## src/rtl/brq_dmem_arbiter.sv

```systemverilog
// Round-robin N-master arbiter in front of the single-port DCCM, with 1-cycle read-data return.
// Optional BRQ_ARB_LOCK_EN adds m_lock so one master can hold the DCCM across an atomic sequence.
module brq_dmem_arbiter #(
    parameter int DataWidth   = 32,
    parameter int AddrWidth   = 15,
    parameter int NUM_MASTERS = 2,
    parameter int MIDX_W      = $clog2(NUM_MASTERS)
) (
    input  logic                             brq_clk,
    input  logic                             brq_rst,
    input  logic [NUM_MASTERS-1:0]           m_req,
    input  logic [NUM_MASTERS-1:0]           m_we,
    input  logic [NUM_MASTERS*AddrWidth-1:0] m_addr,
    input  logic [NUM_MASTERS*DataWidth-1:0] m_wdata,
    input  logic [NUM_MASTERS*3-1:0]         m_byte_en,
`ifdef BRQ_ARB_LOCK_EN
    input  logic [NUM_MASTERS-1:0]           m_lock,
`endif
    output logic [NUM_MASTERS-1:0]           m_gnt,
    output logic [NUM_MASTERS-1:0]           m_rvalid,
    output logic [DataWidth-1:0]             m_rdata,
    output logic                             mem_read_en,
    output logic                             mem_write_en,
    output logic [AddrWidth-1:0]             mem_addr,
    output logic [DataWidth-1:0]             mem_wdata,
    output logic [2:0]                       mem_byte_en,
    input  logic [DataWidth-1:0]             mem_rdata
);

    // Handshake: a master holds m_req and its payload stable until it sees m_gnt;
    // the access completes in the grant cycle, and reads return on m_rvalid one cycle later.

    logic [MIDX_W-1:0]      rr_ptr_q, rr_ptr_d;
    logic [NUM_MASTERS-1:0] rd_pend_q, rd_pend_d;
    logic [NUM_MASTERS-1:0] elig;
    logic                   gnt_found;
    logic [MIDX_W-1:0]      gnt_idx;

`ifdef BRQ_ARB_LOCK_EN
    logic              lock_q, lock_d;
    logic [MIDX_W-1:0] lock_owner_q, lock_owner_d;

    always_comb begin
        elig = m_req;
        if (lock_q) begin
            elig = '0;
            elig[lock_owner_q] = m_req[lock_owner_q];
        end
    end
`else
    assign elig = m_req;
`endif

    // Lowest eligible index at or above rr_ptr wins; otherwise wrap to the lowest overall.
    always_comb begin
        gnt_found = 1'b0;
        gnt_idx   = '0;
        for (int i = NUM_MASTERS - 1; i >= 0; i--) begin
            if (elig[i]) begin
                gnt_found = 1'b1;
                gnt_idx   = MIDX_W'(i);
            end
        end
        for (int i = NUM_MASTERS - 1; i >= 0; i--) begin
            if (elig[i] && (MIDX_W'(i) >= rr_ptr_q)) begin
                gnt_idx = MIDX_W'(i);
            end
        end
    end

    always_comb begin
        m_gnt        = '0;
        mem_read_en  = 1'b0;
        mem_write_en = 1'b0;
        mem_addr     = '0;
        mem_wdata    = '0;
        mem_byte_en  = '0;
        for (int i = 0; i < NUM_MASTERS; i++) begin
            if (gnt_found && (gnt_idx == MIDX_W'(i))) begin
                m_gnt[i]     = 1'b1;
                mem_write_en = m_we[i];
                mem_read_en  = ~m_we[i];
                mem_addr     = m_addr[i*AddrWidth +: AddrWidth];
                mem_wdata    = m_wdata[i*DataWidth +: DataWidth];
                mem_byte_en  = m_byte_en[i*3 +: 3];
            end
        end
    end

    always_comb begin
        rd_pend_d = m_gnt & ~m_we;
        rr_ptr_d  = rr_ptr_q;
`ifdef BRQ_ARB_LOCK_EN
        if (gnt_found && !lock_q) begin
`else
        if (gnt_found) begin
`endif
            rr_ptr_d = (gnt_idx == MIDX_W'(NUM_MASTERS - 1)) ? '0 : gnt_idx + MIDX_W'(1);
        end
    end

`ifdef BRQ_ARB_LOCK_EN
    // Lock drops when the owner releases m_req or completes an unlocked access.
    always_comb begin
        lock_d       = lock_q;
        lock_owner_d = lock_owner_q;
        if (lock_q) begin
            if (!m_req[lock_owner_q]) begin
                lock_d = 1'b0;
            end else if (m_gnt[lock_owner_q] && !m_lock[lock_owner_q]) begin
                lock_d = 1'b0;
            end
        end else if (gnt_found && m_lock[gnt_idx]) begin
            lock_d       = 1'b1;
            lock_owner_d = gnt_idx;
        end
    end

    always_ff @(posedge brq_clk or posedge brq_rst) begin
        if (brq_rst) begin
            lock_q       <= 1'b0;
            lock_owner_q <= '0;
        end else begin
            lock_q       <= lock_d;
            lock_owner_q <= lock_owner_d;
        end
    end
`endif

    always_ff @(posedge brq_clk or posedge brq_rst) begin
        if (brq_rst) begin
            rr_ptr_q  <= '0;
            rd_pend_q <= '0;
        end else begin
            rr_ptr_q  <= rr_ptr_d;
            rd_pend_q <= rd_pend_d;
        end
    end

    assign m_rvalid = rd_pend_q;
    assign m_rdata  = mem_rdata;

endmodule

```

## config.mk

```make
export PLATFORM = sky130hd
export DESIGN_NAME = brq_dmem_arbiter
export DESIGN_NICKNAME = d
export VERILOG_FILES = /design/src/rtl/brq_dmem_arbiter.sv
export SDC_FILE = /design/constraint.sdc
export NUM_CORES = 1
export LEC_CHECK = 0
export ABC_AREA = 1
export CAP_MARGIN = 25
export CORE_ASPECT_RATIO = 1.75
export CORE_MARGIN = 10
export CORE_UTILIZATION = 21
export CTS_BUF_LIST = sky130_fd_sc_hd__clkbuf_8
export DETAILED_ROUTE_END_ITERATION = 16
export GPL_TIMING_DRIVEN = 0
export PLACE_DENSITY_LB_ADDON = 0.2
export SYNTH_ARGS = -nofsm -noshare
export SYNTH_HDL_FRONTEND = slang
export SYNTH_SLANG_ARGS = --single-unit
```

## constraint.sdc

```tcl
create_clock -name brq_clk -period 0.95 [get_ports brq_clk]
set_input_delay 0.19 -clock brq_clk [delete_from_list [all_inputs] [get_ports brq_clk]]
set_output_delay 0.19 -clock brq_clk [all_outputs]
set_load 0.03 [all_outputs]
```

==> summary.md, run 1 <==
| Metric | Value |
|---|---|
| Port bufs | `191` |
| Cell area after synthesis | `1470 um2` |
| Core occupancy in the finished layout | `57.8%` |
| Number of max-slew violations in the final report | `0` |
| Placeable Area | `6860 um2` |
| Synth Area in Simple Gates | `64.6%` |
| Share of Yosys cell area claimed by the top area cell type | `25.9%` |
| Total power divided by cell area | `approximately 840 nW/um2` |
| Final weighted congestion of routability-driven global placement | `0.774` |
| Number of hold-slack violations in the final timing report | `0` |
| Total number of placement rows | `40` |
| I/O pin total | `226` |
| Clk Tree Root Cell | `sky130_fd_sc_hd__clkbuf_8` |
| Post-detailed-route DRC marker count | `0` |
| Static leakage power | `approximately 1.9 nW` |
| Max frequency | `670 MHz` |
| CTS H-tree lvls | `1` |
| Cell area after placement | `3850 um2` |
| Minimum period implied by the final worst setup slack | `roughly 1.5 ns` |
| Portion of netlist area occupied by mux cells | `0%` |
| First-pass GRT wire length | `13,500 um` |
| Detailed Route WL | `8850 um` |
| Mapped Nets | `~360` |
| Share of the yosys chip area belonging to registers | `5.12%` |
| CP Data Arrival Time | `1.30 ns` |
| Max VDD drop | `0.405 mV` |
| DRC marker count from the first detailed-route iteration | `58` |
| Highest-count cells in the layout ignoring fill and taps | `sky130_fd_sc_hd__clkdlybuf4s50_1 (103), sky130_fd_sc_hd__buf_4 (69), sky130_fd_sc_hd__nand3_2 (50), sky130_fd_sc_hd__nand3_1 (50), sky130_fd_sc_hd__nand2_4 (41)` |
| P_int | `0.00173 W` |
| Final setup violating endpoints | `55` |
| Average instance area after synthesis | `6.52 um2` |
| Largest net degree at the start of global routing | `11` |
| Unrepaired setup endpoints after global routing | `true` |
| Number of synthesized register bits | `3` |
| Tightest Pin Transition | `0.344 ns` |
| Normalized max-slew margin | `77.2%` |
| Die width | `approximately 83 um` |
| Clock latency reported for the late side of the worst-skew pair | `0.22 ns` |
| Antenna diodes | `0` |
| Startpoint of the lowest-slack register-to-register path | `rr_ptr_q$_DFFE_PP0P_` |
| Switching portion of total power | `between 40% and 50%` |
| Net Sw Power | `0.00160 W` |
| Share of synthesized cell area in full adder, half adder and majority cells | `0%` |
| Deepest clock path buffer count | `2` |
| Distinct cell type count of the synthesized netlist | `14` |
| Antenna violations before repair | `0` |
| Gate count after technology mapping | `between 200 and 250` |
| Worst setup skew after layout | `0.000828 ns` |
| Post-route antenna net violation count | `0` |
| Final standard cell count with taps included and fillers excluded | `508` |
| Initial standard-cell utilization of the core | `roughly a fifth` |
| Max-cap check violation count | `0` |
| Count of clock tree sinks | `3` |
| Hold Crit Class | `input pin to asynchronous set/reset pin` |
| Number of vias in the routed layout | `2,354` |
| Synth area leader | `sky130_fd_sc_hd__nand3_2` |
| Sequential share of power | `4.5%` |
| Post-route standard cell area excluding fillers | `3970 um2` |
| Post-placement cell count | `500` |
| Fraction of layout instances using a drive strength above 1 | `54.2%` |
| Commonest non-fill, non-tap cell in the layout | `sky130_fd_sc_hd__clkdlybuf4s50_1` |
| Setup ws final | `-0.542 ns` |
| Fillcell total | `673` |
| R2r setup slk | `-0.01 ns` |
| Detail-routed net length per standard cell | `about 17 um` |
| Comb power frac | `~84%` |
| Type of origin of the critical path | `flip-flop` |
| Endpoint of the worst-slack reg-to-reg timing path | `m_rvalid[1]$_DFF_PP0_` |
| Clock transition at the registers of the reported paths | `around 0.030 ns` |
| Area share of xor/xnor cells in the synthesized design | `0%` |
| Clock network power share | `11.2%` |
| Crit share post-route | `157%` |
| Total number of nets in the final design | `between 500 and 600` |
| GRT Resource Usage Total | `15.0%` |
| Vias in the first global route | `between 2,000 and 3,000` |
| Clock tree from TritonCTS | `done` |
| Post-synthesis compound-gate area fraction | `0.341%` |
| Top post-synthesis cells by area | `sky130_fd_sc_hd__nand3_2 (26%), sky130_fd_sc_hd__nand3_1 (22%), sky130_fd_sc_hd__buf_4 (22%)` |
| Total power | `0.00333 W` |
| Run status | `finished, violations left` |
| Vertical die dimension | `131 um` |
| Routed via count divided by cell count | `4.63` |
| Largest fanout on the critical path | `10` |
| Cells on worst reg2reg path | `5` |
| Kind of critical path | `flip-flop to output pin` |
| Total global routing overflow | `0` |
| Die area | `10,900 um2` |
| Number of warnings issued by yosys | `0` |
| Area growth, synth to finish | `170%` |
| Required time of the critical path | `between 0.7 and 0.8 ns` |
| First drt pass iteration count | `4` |
| Setup crit end kind | `output pin` |
| Largest family of logic cells by synthesized area | `simple AND/OR/NAND/NOR gates` |
| Failing checks | `setup timing` |
| Final HPWL from detailed placement | `7650 um` |
| Post-cts hold buffer count | `0` |
| Total CTS buffers | `3` |
==> Yosys cell counts <==
cell and count:
sky130_fd_sc_hd__o21ai_1 1, sky130_fd_sc_hd__nand3_1 65, sky130_fd_sc_hd__nand2_1 54, sky130_fd_sc_hd__buf_2 6, sky130_fd_sc_hd__buf_8 1, sky130_fd_sc_hd__nand2_4 1, sky130_fd_sc_hd__nand3_2 38, sky130_fd_sc_hd__buf_4 43
sky130_fd_sc_hd__dfrtp_1 3, sky130_fd_sc_hd__nand3b_1 1, sky130_fd_sc_hd__buf_6 4, sky130_fd_sc_hd__inv_1 5, sky130_fd_sc_hd__inv_2 2, sky130_fd_sc_hd__nand2_8 1
==> layer usage <==
metal | wire length (um) | GRT usage (%) | vias to the layer above
met3 | 925 | 6.32 | 15
li1 | - | - | 1120
met2 | 4700 | 27.4 | 145
met5 | 0 | 0 | -
met4 | 215 | 5.33 | 0
met1 | 3010 | 14.9 | 1074
==> layout make-up <==
type | instances | area, um2 | share of cell area [%]
buffer | 54 | 454 | 11.5
inverter | 7 | 31.3 | 0.789
timing repair buffer | 195 | 1870 | 47.2
clock buffer | 3 | 41.3 | 1.04
multi-input combinational | 161 | 1390 | 34.9
clock inverter | 1 | 3.75 | 0.0946
sequential | 3 | 75.1 | 1.89
tap | 84 | 105 | 2.65
==> how the worst max path moves through the flow <==
stage	startpoint	to	slack, ns	depth (start not counted)
2_1_floorplan	rr_ptr_q$_DFFE_PP0P_	mem_wdata[17]	-0.15	5
3_3_place_gp	rr_ptr_q$_DFFE_PP0P_	mem_wdata[16]	-0.87	5
3_5_place_dp	rr_ptr_q$_DFFE_PP0P_	mem_wdata[16]	-0.87	5
4_1_cts	rr_ptr_q$_DFFE_PP0P_	mem_wdata[2]	-0.57	5
5_1_grt	rr_ptr_q$_DFFE_PP0P_	mem_wdata[29]	-0.62	5
6_report	rr_ptr_q$_DFFE_PP0P_	mem_wdata[29]	-0.54	5
==> timing repair <==
action | 4_1_cts | 5_1_grt
buffers inserted | 1 | 3
resized for setup | 397 | 29
endpoints found under the setup margin | 89 | 58
pin swaps | 1 | 2
==> critical path: stages, from the launching register on <==
cell and delay [ns]:
sky130_fd_sc_hd__dfrtp_1 0.40, sky130_fd_sc_hd__nand2_4 0.15, sky130_fd_sc_hd__buf_6 0.16, sky130_fd_sc_hd__nand3_1 0.12, sky130_fd_sc_hd__nand2_4 0.09, sky130_fd_sc_hd__buf_4 0.15
==> cells by family (layout without fill, tap and decap cells) <==
| group | Yosys count | in the layout |
|---|---|---|
| AOI/OAI and AO/OA | 1 | 1 |
| buffers and inverters | 61 | 260 |
| and+or+nand+nor | 160 | 160 |
| DFF | 3 | 3 |
==> through the flow <==
stage          setup slack [ns]  TNS (ns)  hold WS, ns
3_5_place_dp             -0.867    -50.58        0.378
2_1_floorplan            -0.149     -6.66      -0.0564
6_report                 -0.542    -27.77        0.135
5_1_grt                  -0.622    -32.03        0.143
3_3_place_gp             -0.871    -50.18        0.375
4_1_cts                  -0.572    -29.20        0.142
==> flip-flops by register name, indices dropped and copies added (netlist names) <==
signal	count
rr_ptr_q	1
m_rvalid	2
==> power groups by stage <==
| stage | Sequential, W | Combinational, W | Clock (W) |
|---|---|---|---|
| 3_5_place_dp | 0.000150 | 0.00278 | 0 |
| 2_1_floorplan | 0.000161 | 0.00157 | 0 |
| 4_1_cts | 0.000149 | 0.00276 | 0.000380 |
| 3_3_place_gp | 0.000150 | 0.00276 | 0 |
| 5_1_grt | 0.000151 | 0.00298 | 0.000408 |
| 6_report | 0.000150 | 0.00280 | 0.000373 |
(Power assumes the default switching activity.)
==> inputs of run 2 (changes only) <==
- SLEW_MARGIN: default -> 30
==> results of run 2 <==
Same layout as run 1: the final DEF is identical, and so are final timing and power.
==> inputs of run 3 (changes only) <==
--- a/config.mk
+++ b/config.mk
@@ -15,4 +15,5 @@
 export GPL_TIMING_DRIVEN = 0
 export PLACE_DENSITY_LB_ADDON = 0.2
+export SETUP_SLACK_MARGIN = 0.3
 export SLEW_MARGIN = 30
 export SYNTH_ARGS = -nofsm -noshare
==> constraint.sdc (replaced) <==
create_clock -name brq_clk -period 0.95 [get_ports brq_clk]
set_input_delay 0.19 -clock brq_clk [delete_from_list [all_inputs] [get_ports brq_clk]]
set_output_delay 0.19 -clock brq_clk [all_outputs]
set_load 0.05 [all_outputs]
==> run 3 against run 2 <==
Hold slack gained 0.0089 ns. The flow still finishes with violations (setup timing). Cell count is the same. Routed wire length grew 8.7%. Critical path depth grew 1. Clock skew grew 0.0026 ns.
==> summary.md, run 3 (same netlist as run 1, synthesis figures left out) <==
| Metric | Value |
|---|---|
| Run status | `finished, violations left` |
| Failing checks | `setup timing` |
| CP Data Arrival Time | `1.34 ns (+0.04 ns)` |
| Vias in the first global route | `2,606 (-0.46%)` |
| Startpoint of the lowest-slack register-to-register path | `rr_ptr_q$_DFFE_PP0P_` |
| Total CTS buffers | `3 (unchanged)` |
| Hold Crit Class | `input pin to asynchronous set/reset pin` |
| Total power divided by cell area | `956 nW/um2 (+14%)` |
| Minimum period implied by the final worst setup slack | `1.53 ns (+0.0363 ns)` |
| Setup crit end kind | `output pin` |
| Final weighted congestion of routability-driven global placement | `0.727 (-6.0%)` |
| Unrepaired setup endpoints after global routing | `true` |
| Count of clock tree sinks | `3 (unchanged)` |
| Total global routing overflow | `0 (unchanged)` |
| Final HPWL from detailed placement | `7860 um (+2.8%)` |
| Clk Tree Root Cell | `sky130_fd_sc_hd__clkbuf_8` |
| CTS H-tree lvls | `1 (unchanged)` |
| Number of hold-slack violations in the final timing report | `0 (unchanged)` |
| Post-detailed-route DRC marker count | `0 (unchanged)` |
| Delay of the slowest cell on the worst path | `0.44 ns (+0.04 ns)` |
| Crit share post-route | `161% (+3.8 points)` |
| Detailed Route WL | `9630 um (+8.7%)` |
| Final standard cell count with taps included and fillers excluded | `508 (unchanged)` |
| Cell area after placement | `3930 um2 (+2.1%)` |
| Largest fanout on the critical path | `10 (unchanged)` |
| Max VDD drop | `0.468 mV (+16%)` |
| Antenna diodes | `0 (unchanged)` |
| Endpoint of the worst-slack reg-to-reg timing path | `rr_ptr_q$_DFFE_PP0P_` |
| Setup ws final | `-0.578 ns (-0.0363 ns)` |
| Post-route antenna net violation count | `0 (unchanged)` |
| Max-cap check violation count | `0 (unchanged)` |
| Number of max-slew violations in the final report | `0 (unchanged)` |
| Fraction of layout instances using a drive strength above 1 | `64.6% (+10 points)` |
| Total power | `0.00435 W (+31%)` |
| GRT Resource Usage Total | `15.7% (+0.65 points)` |
| Deepest clock path buffer count | `2 (unchanged)` |
| I/O pin total | `226 (unchanged)` |
| Clock latency reported for the late side of the worst-skew pair | `0.22 ns (about the same)` |
| Cell breakdown of the critical path | `inv_4 -> nand2_8 -> buf_12 -> nand3_2 -> nand2_4 -> buf_8` |
| Area growth, synth to finish | `210%` |
| Post-placement cell count | `500 (unchanged)` |
| Worst setup skew after layout | `0.00340 ns (+0.00257 ns)` |
| Antenna violations before repair | `0 (unchanged)` |
| First-pass GRT wire length | `14,100 um (+4.2%)` |
| Type of origin of the critical path | `flip-flop` |
| Normalized max-slew margin | `78.5% (+1.4 points)` |
| Max frequency | `654 MHz (-2.4%)` |
| Number of vias in the routed layout | `2,378 (+1.0%)` |
| Tightest Pin Transition | `0.322 ns (-0.0216 ns)` |
| Detail-routed net length per standard cell | `18.9 um (+8.7%)` |
| Buffers inserted by post-CTS timing repair | `0 (-1)` |
| Clock transition at the registers of the reported paths | `0.03 ns (about the same)` |
| First drt pass iteration count | `4 (unchanged)` |
| Port bufs | `191 (unchanged)` |
| Post-route standard cell area excluding fillers | `4550 um2 (+15%)` |
| Routed via count divided by cell count | `4.68 (+1.0%)` |
| Placeable Area | `6860 um2 (unchanged)` |
| Commonest non-fill, non-tap cell in the layout | `sky130_fd_sc_hd__clkdlybuf4s50_1` |
| Initial standard-cell utilization of the core | `21.4% (unchanged)` |
| Final setup violating endpoints | `55 (unchanged)` |
| Total number of nets in the final design | `563 (unchanged)` |
| Static leakage power | `2.02 nW (+8.7%)` |
| Largest net degree at the start of global routing | `12 (+1)` |
| Die area | `10,900 um2 (unchanged)` |
| Largest register FFs | `2 (unchanged)` |
| Highest-count cells in the layout ignoring fill and taps | `sky130_fd_sc_hd__clkdlybuf4s50_1 (103), sky130_fd_sc_hd__nand2_4 (55), sky130_fd_sc_hd__nand3_2 (49)` |
| Total number of placement rows | `40 (unchanged)` |
| Kind of critical path | `flip-flop to output pin` |
| Clock tree from TritonCTS | `done` |
| Cells on worst reg2reg path | `4 (-1)` |
| Required time of the critical path | `0.76 ns (about the same)` |
| Slowest cell on the critical path | `sky130_fd_sc_hd__dfrtp_2` |
| Post-cts hold buffer count | `0 (unchanged)` |
| R2r setup slk | `-0.04 ns (-0.03 ns)` |
| DRC marker count from the first detailed-route iteration | `48 (-17%)` |
| Die width | `83.2 um (unchanged)` |
| Core occupancy in the finished layout | `66.4% (+8.6 points)` |
| Vertical die dimension | `131 um (unchanged)` |
## run 3: cell types whose count changed in the layout (fill, tap and decap cells not counted), sizes merged
cell         delta
buf            +29
clkinvlp        +1
dlygate4sd2    -32
clkbuf          +1
nand2           +2
clkinv          -1
## run 3: worst max-delay path by stage
stage	start	to
after global routing	rr_ptr_q$_DFFE_PP0P_	mem_addr[13]
after CTS	rr_ptr_q$_DFFE_PP0P_	mem_addr[13]
after floorplan	rr_ptr_q$_DFFE_PP0P_	mem_wdata[17]
after detailed placement	rr_ptr_q$_DFFE_PP0P_	mem_wdata[29]
after global placement	rr_ptr_q$_DFFE_PP0P_	mem_wdata[11]
final	rr_ptr_q$_DFFE_PP0P_	mem_wdata[17]
## run 3: power by group
part           total (W)  internal (W)  leakage [nW]  switching (W)
Clock           0.000368      0.000276        0.0269      0.0000922
Sequential      0.000158      0.000142        0.0344      0.0000152
Combinational    0.00383       0.00167          1.96        0.00215
Total            0.00435       0.00209          2.02        0.00226
## run 3: cell type report
type | instances | area (um2)
well taps | 84 | 105
plain buffers | 54 | 482
multi-input cells | 163 | 1610
inverters | 7 | 35.0
clock inverters | 1 | 3.75
flip-flops and latches | 3 | 78.8
clock buffers | 3 | 41.3
repair buffers | 193 | 2190
fillers | 574 | 2300
## run 3: layer usage
metal / up-vias / share of wire [%] / global-route usage (%)
met3: 19 / 11 / 7.68
met2: 149 / 56 / 30.1
met1: 1085 / 30 / 13.9
li1: 1125 / - / -
met4: 0 / 3.2 / 5.23
met5: - / 0 / 0
## run 3: through the flow
stage | setup slack [ns] | TNS [ns] | hold slack [ns]
CTS | -0.574 | -29.71 | 0.150
detailed placement | -1.03 | -64.06 | 0.377
global placement | -1.01 | -63.37 | 0.374
finish | -0.578 | -29.78 | 0.144
global route | -0.629 | -32.67 | 0.156
floorplan | -0.183 | -9.05 | -0.0565
## run 3: what timing repair did
action | CTS | global route
gates cloned | 3 | 1
setup endpoints to repair | 91 | 60
gates resized for setup | 678 | 30
pin swaps | 3 | 0
## run 3: worst max-delay path, delay by kind of cell, from the launching register on
family        cells  cell delay, ns
flops             1            0.44
simple gates      3            0.24
buf+inv           3            0.44
